<file path="config.mk">
export PLATFORM = sky130hd
export DESIGN_NAME = instruction_memory_mp
export DESIGN_NICKNAME = d
export VERILOG_FILES = /design/src/rtl/imem_pkg.sv /design/src/rtl/imem_fill_ctrl.sv /design/src/rtl/instruction_memory_mp.sv
export SDC_FILE = /design/constraint.sdc
export NUM_CORES = 2
export LEC_CHECK = 0
export CORE_MARGIN = 1.5
export CORE_UTILIZATION = 30
export DETAILED_ROUTE_END_ITERATION = 8
export PLACE_DENSITY = 0.54
export SLEW_MARGIN = 10
export SYNTH_ARGS = -nofsm -noshare
export SYNTH_HDL_FRONTEND = slang
export SYNTH_SLANG_ARGS = --single-unit
</file>
<file path="constraint.sdc">
create_clock -name clock -period 8.7 [get_ports clock]
set_input_delay 1.74 -clock clock [delete_from_list [all_inputs] [get_ports clock]]
set_output_delay 1.74 -clock clock [all_outputs]
set_load 0.005 [all_outputs]
</file>
<file path="src/rtl/imem_pkg.sv">
// Shared types, default parameters and packed-bus lane helpers for the
// multi-port instruction memory.
package imem_pkg;

    // Controller states: FILL while the array is being initialised, RUN after.
    typedef enum logic {
        FILL = 1'b0,
        RUN  = 1'b1
    } imem_state_e;

    localparam int          DEF_DATA_WIDTH = 16;
    localparam int          DEF_ADDR_WIDTH = 6;
    localparam int          DEF_NUM_RD     = 2;
    localparam int          DEF_NUM_WR     = 2;
    localparam logic [15:0] DEF_FILL_VALUE = 16'h0100;

    // Low bit of lane `lane` in a packed bus of `width`-bit lanes.
    function automatic int lane_lo(input int lane, input int width);
        return lane * width;
    endfunction

endpackage

</file>
<file path="src/rtl/imem_fill_ctrl.sv">
// FILL/RUN sequencer: walks fill_addr across the whole array after reset,
// raises ready when the last word is written, and latches any write attempt
// made before then into the sticky wr_dropped flag.
module imem_fill_ctrl
    import imem_pkg::*;
#(
    parameter int ADDR_WIDTH = DEF_ADDR_WIDTH
) (
    input  logic                  clock,
    input  logic                  reset,
    input  logic                  wr_attempt,
    output logic                  fill_we,
    output logic [ADDR_WIDTH-1:0] fill_addr,
    output logic                  ready,
    output logic                  wr_dropped,
    output imem_state_e           state
);

    imem_state_e           state_next;
    logic [ADDR_WIDTH-1:0] fill_addr_next;
    logic                  wr_dropped_next;

    // State, fill pointer and sticky drop flag; reset restarts the fill at 0.
    always_ff @(posedge clock) begin
        if (reset) begin
            state      <= FILL;
            fill_addr  <= '0;
            wr_dropped <= 1'b0;
        end else begin
            state      <= state_next;
            fill_addr  <= fill_addr_next;
            wr_dropped <= wr_dropped_next;
        end
    end

    // Next-state: advance the fill pointer, leave FILL after the top address.
    always_comb begin
        state_next      = state;
        fill_addr_next  = fill_addr;
        wr_dropped_next = wr_dropped;
        fill_we         = 1'b0;
        case (state)
            FILL: begin
                fill_we        = 1'b1;
                fill_addr_next = fill_addr + 1'b1;
                if (wr_attempt) begin
                    wr_dropped_next = 1'b1;
                end
                if (&fill_addr) begin
                    state_next = RUN;
                end
            end
            RUN: begin
                state_next = RUN;
            end
            default: begin
                state_next = FILL;
            end
        endcase
    end

    assign ready = (state == RUN);

endmodule

</file>
<file path="src/rtl/instruction_memory_mp.sv">
// Multi-port instruction memory: NUM_WR write ports with highest-index-wins
// collision resolution, NUM_RD read ports (combinational or registered with
// optional write-first bypass), and a post-reset fill to FILL_VALUE.
module instruction_memory_mp
    import imem_pkg::*;
#(
    parameter int                    DATA_WIDTH = DEF_DATA_WIDTH,
    parameter int                    ADDR_WIDTH = DEF_ADDR_WIDTH,
    parameter int                    NUM_RD     = DEF_NUM_RD,
    parameter int                    NUM_WR     = DEF_NUM_WR,
    parameter logic [DATA_WIDTH-1:0] FILL_VALUE = DATA_WIDTH'(DEF_FILL_VALUE),
    parameter bit                    READ_REG   = 1'b0,
    parameter bit                    BYPASS     = 1'b1
) (
    input  logic                         clock,
    input  logic                         reset,
    input  logic [NUM_RD*ADDR_WIDTH-1:0] rd_addr,
    output logic [NUM_RD*DATA_WIDTH-1:0] rd_data,
    input  logic [NUM_WR*ADDR_WIDTH-1:0] wr_addr,
    input  logic [NUM_WR*DATA_WIDTH-1:0] wr_data,
    input  logic [NUM_WR-1:0]            wr_en,
    output logic                         ready,
    output logic                         wr_collision,
    output logic                         wr_dropped
);

    localparam int DEPTH = 1 << ADDR_WIDTH;

    logic [DATA_WIDTH-1:0] mem [DEPTH];

    logic [ADDR_WIDTH-1:0] rd_addr_l [NUM_RD];
    logic [ADDR_WIDTH-1:0] wr_addr_l [NUM_WR];
    logic [DATA_WIDTH-1:0] wr_data_l [NUM_WR];

    logic                  fill_we;
    logic [ADDR_WIDTH-1:0] fill_addr;
    imem_state_e           fill_state;
    logic                  run;
    logic                  collide;

    for (genvar i = 0; i < NUM_RD; i++) begin : g_rd_unpack
        assign rd_addr_l[i] = rd_addr[lane_lo(i, ADDR_WIDTH) +: ADDR_WIDTH];
    end

    for (genvar p = 0; p < NUM_WR; p++) begin : g_wr_unpack
        assign wr_addr_l[p] = wr_addr[lane_lo(p, ADDR_WIDTH) +: ADDR_WIDTH];
        assign wr_data_l[p] = wr_data[lane_lo(p, DATA_WIDTH) +: DATA_WIDTH];
    end

    imem_fill_ctrl #(
        .ADDR_WIDTH (ADDR_WIDTH)
    ) u_fill_ctrl (
        .clock      (clock),
        .reset      (reset),
        .wr_attempt (|wr_en),
        .fill_we    (fill_we),
        .fill_addr  (fill_addr),
        .ready      (ready),
        .wr_dropped (wr_dropped),
        .state      (fill_state)
    );

    assign run = (fill_state == RUN);

    // Any pair of enabled write ports aimed at the same word.
    always_comb begin
        collide = 1'b0;
        for (int i = 0; i < NUM_WR; i++) begin
            for (int j = i + 1; j < NUM_WR; j++) begin
                if (wr_en[i] && wr_en[j] && (wr_addr_l[i] == wr_addr_l[j])) begin
                    collide = 1'b1;
                end
            end
        end
    end

    // One-cycle collision pulse for each colliding RUN edge.
    always_ff @(posedge clock) begin
        if (reset) begin
            wr_collision <= 1'b0;
        end else begin
            wr_collision <= run && collide;
        end
    end

    // Array writes: fill word in FILL, user ports in RUN; later ports override
    // earlier ones on the same word so the highest enabled index wins.
    always_ff @(posedge clock) begin
        if (!reset) begin
            if (fill_we) begin
                mem[fill_addr] <= FILL_VALUE;
            end else if (run) begin
                for (int p = 0; p < NUM_WR; p++) begin
                    if (wr_en[p]) begin
                        mem[wr_addr_l[p]] <= wr_data_l[p];
                    end
                end
            end
        end
    end

    if (READ_REG) begin : g_reg_read
        logic [DATA_WIDTH-1:0] rd_q    [NUM_RD];
        logic [DATA_WIDTH-1:0] rd_next [NUM_RD];

        // Per-lane read value for the next edge, with write-first forwarding.
        always_comb begin
            for (int i = 0; i < NUM_RD; i++) begin
                rd_next[i] = FILL_VALUE;
                if (ready) begin
                    rd_next[i] = mem[rd_addr_l[i]];
                    if (BYPASS) begin
                        for (int p = 0; p < NUM_WR; p++) begin
                            if (wr_en[p] && (wr_addr_l[p] == rd_addr_l[i])) begin
                                rd_next[i] = wr_data_l[p];
                            end
                        end
                    end
                end
            end
        end

        // Read data register; reset loads the fill word on every lane.
        always_ff @(posedge clock) begin
            for (int i = 0; i < NUM_RD; i++) begin
                rd_q[i] <= reset ? FILL_VALUE : rd_next[i];
            end
        end

        for (genvar i = 0; i < NUM_RD; i++) begin : g_rd_pack
            assign rd_data[lane_lo(i, DATA_WIDTH) +: DATA_WIDTH] = rd_q[i];
        end
    end else begin : g_comb_read
        for (genvar i = 0; i < NUM_RD; i++) begin : g_rd_pack
            assign rd_data[lane_lo(i, DATA_WIDTH) +: DATA_WIDTH] =
                ready ? mem[rd_addr_l[i]] : FILL_VALUE;
        end
    end

endmodule

</file>
# [Word level (Yosys, flattened, before mapping)]
# Memories as Yosys holds them, arrays and structs flattened.
# Cells that the tools add are included.
[classes] addsub=1 n_eq_ne=1 mux=19 bitwise_logic=1 reduce_logical=7
[op_table] op="2-to-1 mux 16 bit" n=3
[op_table] op="OR reduction 16 bit" n=1
[op_table] op="2-to-1 mux 1 bit" n=14
[op_table] op="adder 6 x 1 -> 6 bit, second input constant" n=1
[op_table] op="equality test 6 bit" n=1
[op_table] op="2-to-1 mux 6 bit" n=1
[op_table] op="AND reduction 6 bit" n=1
[op_table] op="logical AND 1 bit" n=3
[op_table] op="one-hot mux 1 bit (2 select lines)" n=1
[op_table] op="AND reduction 2 bit" n=1
[op_table] op="OR reduction 2 bit" n=1
[op_table] op="NOT 1 bit" n=1
[word_totals] register_bits=9 ram_bits=1024 in_bits=60 out_inout_bits=35 word_cells=34 mem_count=1
[mem_list] name="mem" words=64 width=16 read_ports=2 rd_clocked_by_memory_dff=0 write_ports=2 line="instruction_memory_mp.sv:29" text="logic [DATA_WIDTH-1:0] mem [DEPTH];"

# [Depth between registers and ports, before layout]
[logic_depth] ltp_word=6 depth_mapped=9 mapped_depth_nobuf=5

# [By module]
# From an unflattened synthesis, not the netlist that was laid out.
[hier_totals] cells_unflattened=4983 area_unflattened_um2=59648.5
[modules_own_cells] module="instruction_memory_mp" n_inst=1 cells_each=4949 area_per_inst_um2=59313.1 seq_area_each_um2=30769.5
[modules_own_cells] module="imem_fill_ctrl" n_inst=1 cells_each=34 area_per_inst_um2=335.3 seq_area_each_um2=160.2

# [Worst setup path after synthesis]
# OpenSTA, ideal clock, no wires.
[synth_timing] path_kind="input to output" start="in rd_addr[6]" end="out rd_data[19]" arrival_ns=3.389 t_required_ns=6.960 slack_ns=3.571 path_stages=6 n_path_buf=2 cell_sequence="buf_4 > buf_2 > mux4_2 > mux4_2 > o211ai_1 > o21ai_0"
[synth_via] elab_chain_len=2
[synth_lines] element="start: declaration" line="instruction_memory_mp.sv:17" text="input logic [NUM_RD*ADDR_WIDTH-1:0] rd_addr,"
[synth_lines] element="memory read (64 x 16 bit)"
[synth_lines] element="2-to-1 mux 16 bit" line="instruction_memory_mp.sv:136" text="ready ? mem[rd_addr_l[i]] : FILL_VALUE;"
[synth_lines] element="end: declaration" line="instruction_memory_mp.sv:18" text="output logic [NUM_RD*DATA_WIDTH-1:0] rd_data,"
# Every way passes these cells.

# [Final worst setup path]
[layout_timing] start="in rd_addr[6]" end="out rd_data[31]"
# Same word-level chain as after synthesis.

==> run metrics <==
cell area after synthesis=60300 µm²; Worst-path clk slew=0.06 ns; Vias=42384; vias in the first global route=39993; wire length on met2=111000 µm; most frequent cells after synthesis=edfxtp_1 (1024), nand2_1 (697), o21ai_0 (650); RePlAce Congestion=1.03; wl on met1=92400 µm; via/cell ratio=5.94; Setup CP Type=primary input to output pin; placed cell areas=64700 µm²; flops & latches, synth=1033; synth top area cells=edfxtp_1 (51%), mux4_2 (20%), mux2_2 (7.5%), o21ai_0 (5.4%), nand2_1 (4.3%); initial antenna violation count=24; Max-cap violations=0; DRT Wirelength=243000 µm; core area=200000 µm²; CTS root buf=clkbuf_16; DP HPWL=151000 µm; H-tree levels=3; CP Launch Type=primary input; leading area contributor after synthesis=edfxtp_1; crit path capture type=output pin; crit-path max FO=59; Max Fclk=136 MHz; CTS tree=built; Sequential Area=30900 µm²; hold crit path type=flip-flop to flip-flop; drt initial violations=6048; # hold bufs at CTS=0; NumNets Final=4434; sw power=0.00280 W; sequential area share after synthesis=51.3%; r2r startpoint=u_fill_ctrl.ready; internal power=0.00863 W; status=complete, but fails checks; Synth top area share=51.0%; setup TNS=0 ns; Critical Path RT=6.96 ns; FILL cells=19266; Net Sw Frac=24.5%; layout cells sized above 1=34.4%; Comb pwr share=7.5%; Die W=451 µm; die extent in y=451 µm; failing checks=design-rule violations; first-pass GRT wire length=333000 µm; worst reg2reg setup slack=4.83 ns; slew margin rel.=15.1%; hold path endpoint=u_fill_ctrl.wr_dropped; Mean Syn Cell Area=13.5 µm²; boundary pin count=95; Final Cycle Share=84.5%; Synth Net Count=4534; asr flop ratio synth=0%; hold_sp=u_fill_ctrl.wr_dropped; Multi-input gate area=27600 µm²; Flop pwr share=47.4%; Distinct cells, synth=51; DR DRC count=4; max layer used=met5; routed len/inst=34.1 µm; worst IR drop on VDD=194 µV; LEAKAGE=24.1 nW; clk_lat worst skew=0.79 ns; Final min period=7.35 ns; total track usage=23.4%; Final Max Tran Viols=0; ANT nets after route=0; metal3 WL=25500 µm; First-pass DRT Iterations=8; Critical R2R Capture=mem[52][12]; largest net degree at the start of global routing=73; Synth warnings=0; power share of the clock group=45.1%; Final setup viols=0; area delta synth->final=13.6%; Post-Syn Instances=4473; RSZ-0062 raised after global routing=no; gr ovfl total=0; Initial Util=30.2%; Worst R2R Path Depth=8; Hold Crit Depth=2; CTS sink count=1033; Fin. Hold Viols=0; CTS max path bufs=3; CP arrival=5.61 ns; power per cell area=167 nW/µm²; dominant synthesized flop cell=edfxtp_1; Post-synth EDFFs=1024; Least-Margin Pin Slew=1.27 ns; Num CTS Buffers=115; number of port buffers=94; Die Outline Area=204000 µm²; Post-CTS Setup Inserts=0; final clock skew=0.0378 ns; count leader, synth=edfxtp_1; Rows=164; Final Instance Area=68600 µm²; # resized after CTS=0
[registers in the layout, indices dropped and copies added, names as in the netlist]
name	flops
wr_collision	1
u_fill_ctrl.ready	1
u_fill_ctrl.wr_dropped	1
mem	1024
u_fill_ctrl.fill_addr	6
[how the worst max path moves through the flow]
stage	from	end	slack (ns)	depth (start not counted)
finish	rd_addr[6]	rd_data[31]	1.35	6
global route	rd_addr[6]	rd_data[22]	1.42	8
CTS	rd_addr[3]	rd_data[11]	1.44	7
detailed placement	rd_addr[3]	rd_data[11]	1.46	7
global placement	rd_addr[3]	rd_data[11]	1.48	7
floorplan	rd_addr[6]	rd_data[19]	3.57	6
[power groups by stage]
| stage | registers [W] | clock network (W) | logic [W] |
|---|---|---|---|
| finish | 0.00541 | 0.00515 | 0.000862 |
| global route | 0.00541 | 0.00535 | 0.000875 |
| CTS | 0.00541 | 0.00519 | 0.000840 |
| detailed placement | 0.00552 | 0 | 0.000839 |
| global placement | 0.00552 | 0 | 0.000838 |
| floorplan | 0.00551 | 0 | 0.000497 |
[stage by stage]
step	util (%)	hold WS (ns)	setup WS, ns	instances	total power, W
3_5_place_dp	32.4	0.443	1.46	6912	0.00636
6_report	34.3	0.467	1.35	7134	0.0114
3_3_place_gp	32.4	0.442	1.48	6912	0.00635
4_1_cts	34.3	0.463	1.44	7127	0.0114
2_1_floorplan	-	0.442	3.57	4473	0.00601
5_1_grt	34.3	0.499	1.42	7130	0.0116
[cell families after synthesis]
kind of cell	count (synthesis)	share of synthesized area [%]
AOI/OAI and AO/OA	845	7.60
xor gates and xnor gates	10	0.145
adders and majority gates	1	0.0207
buffers and inverters	550	3.84
DFF	1033	51.3
muxes	1143	31.0
and+or+nand+nor	891	6.10
[placed cells by master (no fill, tap or decap), types with 39 or more instances in the layout]
cell type        netlist  layout
mux2_2               402     402
nand2_1              697     682
mux4_2               542     542
clkdlybuf4s50_1        0      71
buf_4                 23     226
clkbuf_16              0     115
a22oi_1               71      71
edfxtp_1            1024    1024
nand2_2               24      39
mux2i_1              199     199
o21ai_0              650     626
[layer usage]
layer,vias up,track usage [%]
met2,2623,35.9
met3,468,5.13
met1,22044,30.5
met5,-,0
li1,17239,-
met4,10,13.2
[worst max-delay path, stage by stage]
cell and delay, ns:
buf_8 0.57, mux4_2 0.64, mux4_2 0.55, o211ai_1 0.81
o21ai_0 0.59, clkdlybuf4s50_1 0.59
[area by class of cell]
type / instances / area share [%]
Antenna cell: 7 / 0.0255
Multi-Input combinational cell: 2890 / 40.3
Clock inverter: 90 / 1.39
Sequential cell: 1033 / 45.1
Timing Repair Buffer: 331 / 4.08
Inverter: 2 / 0.0109
Tap cell: 2656 / 4.85
Clock buffer: 125 / 4.25
No activity file was read; power rests on OpenSTA's default activity.
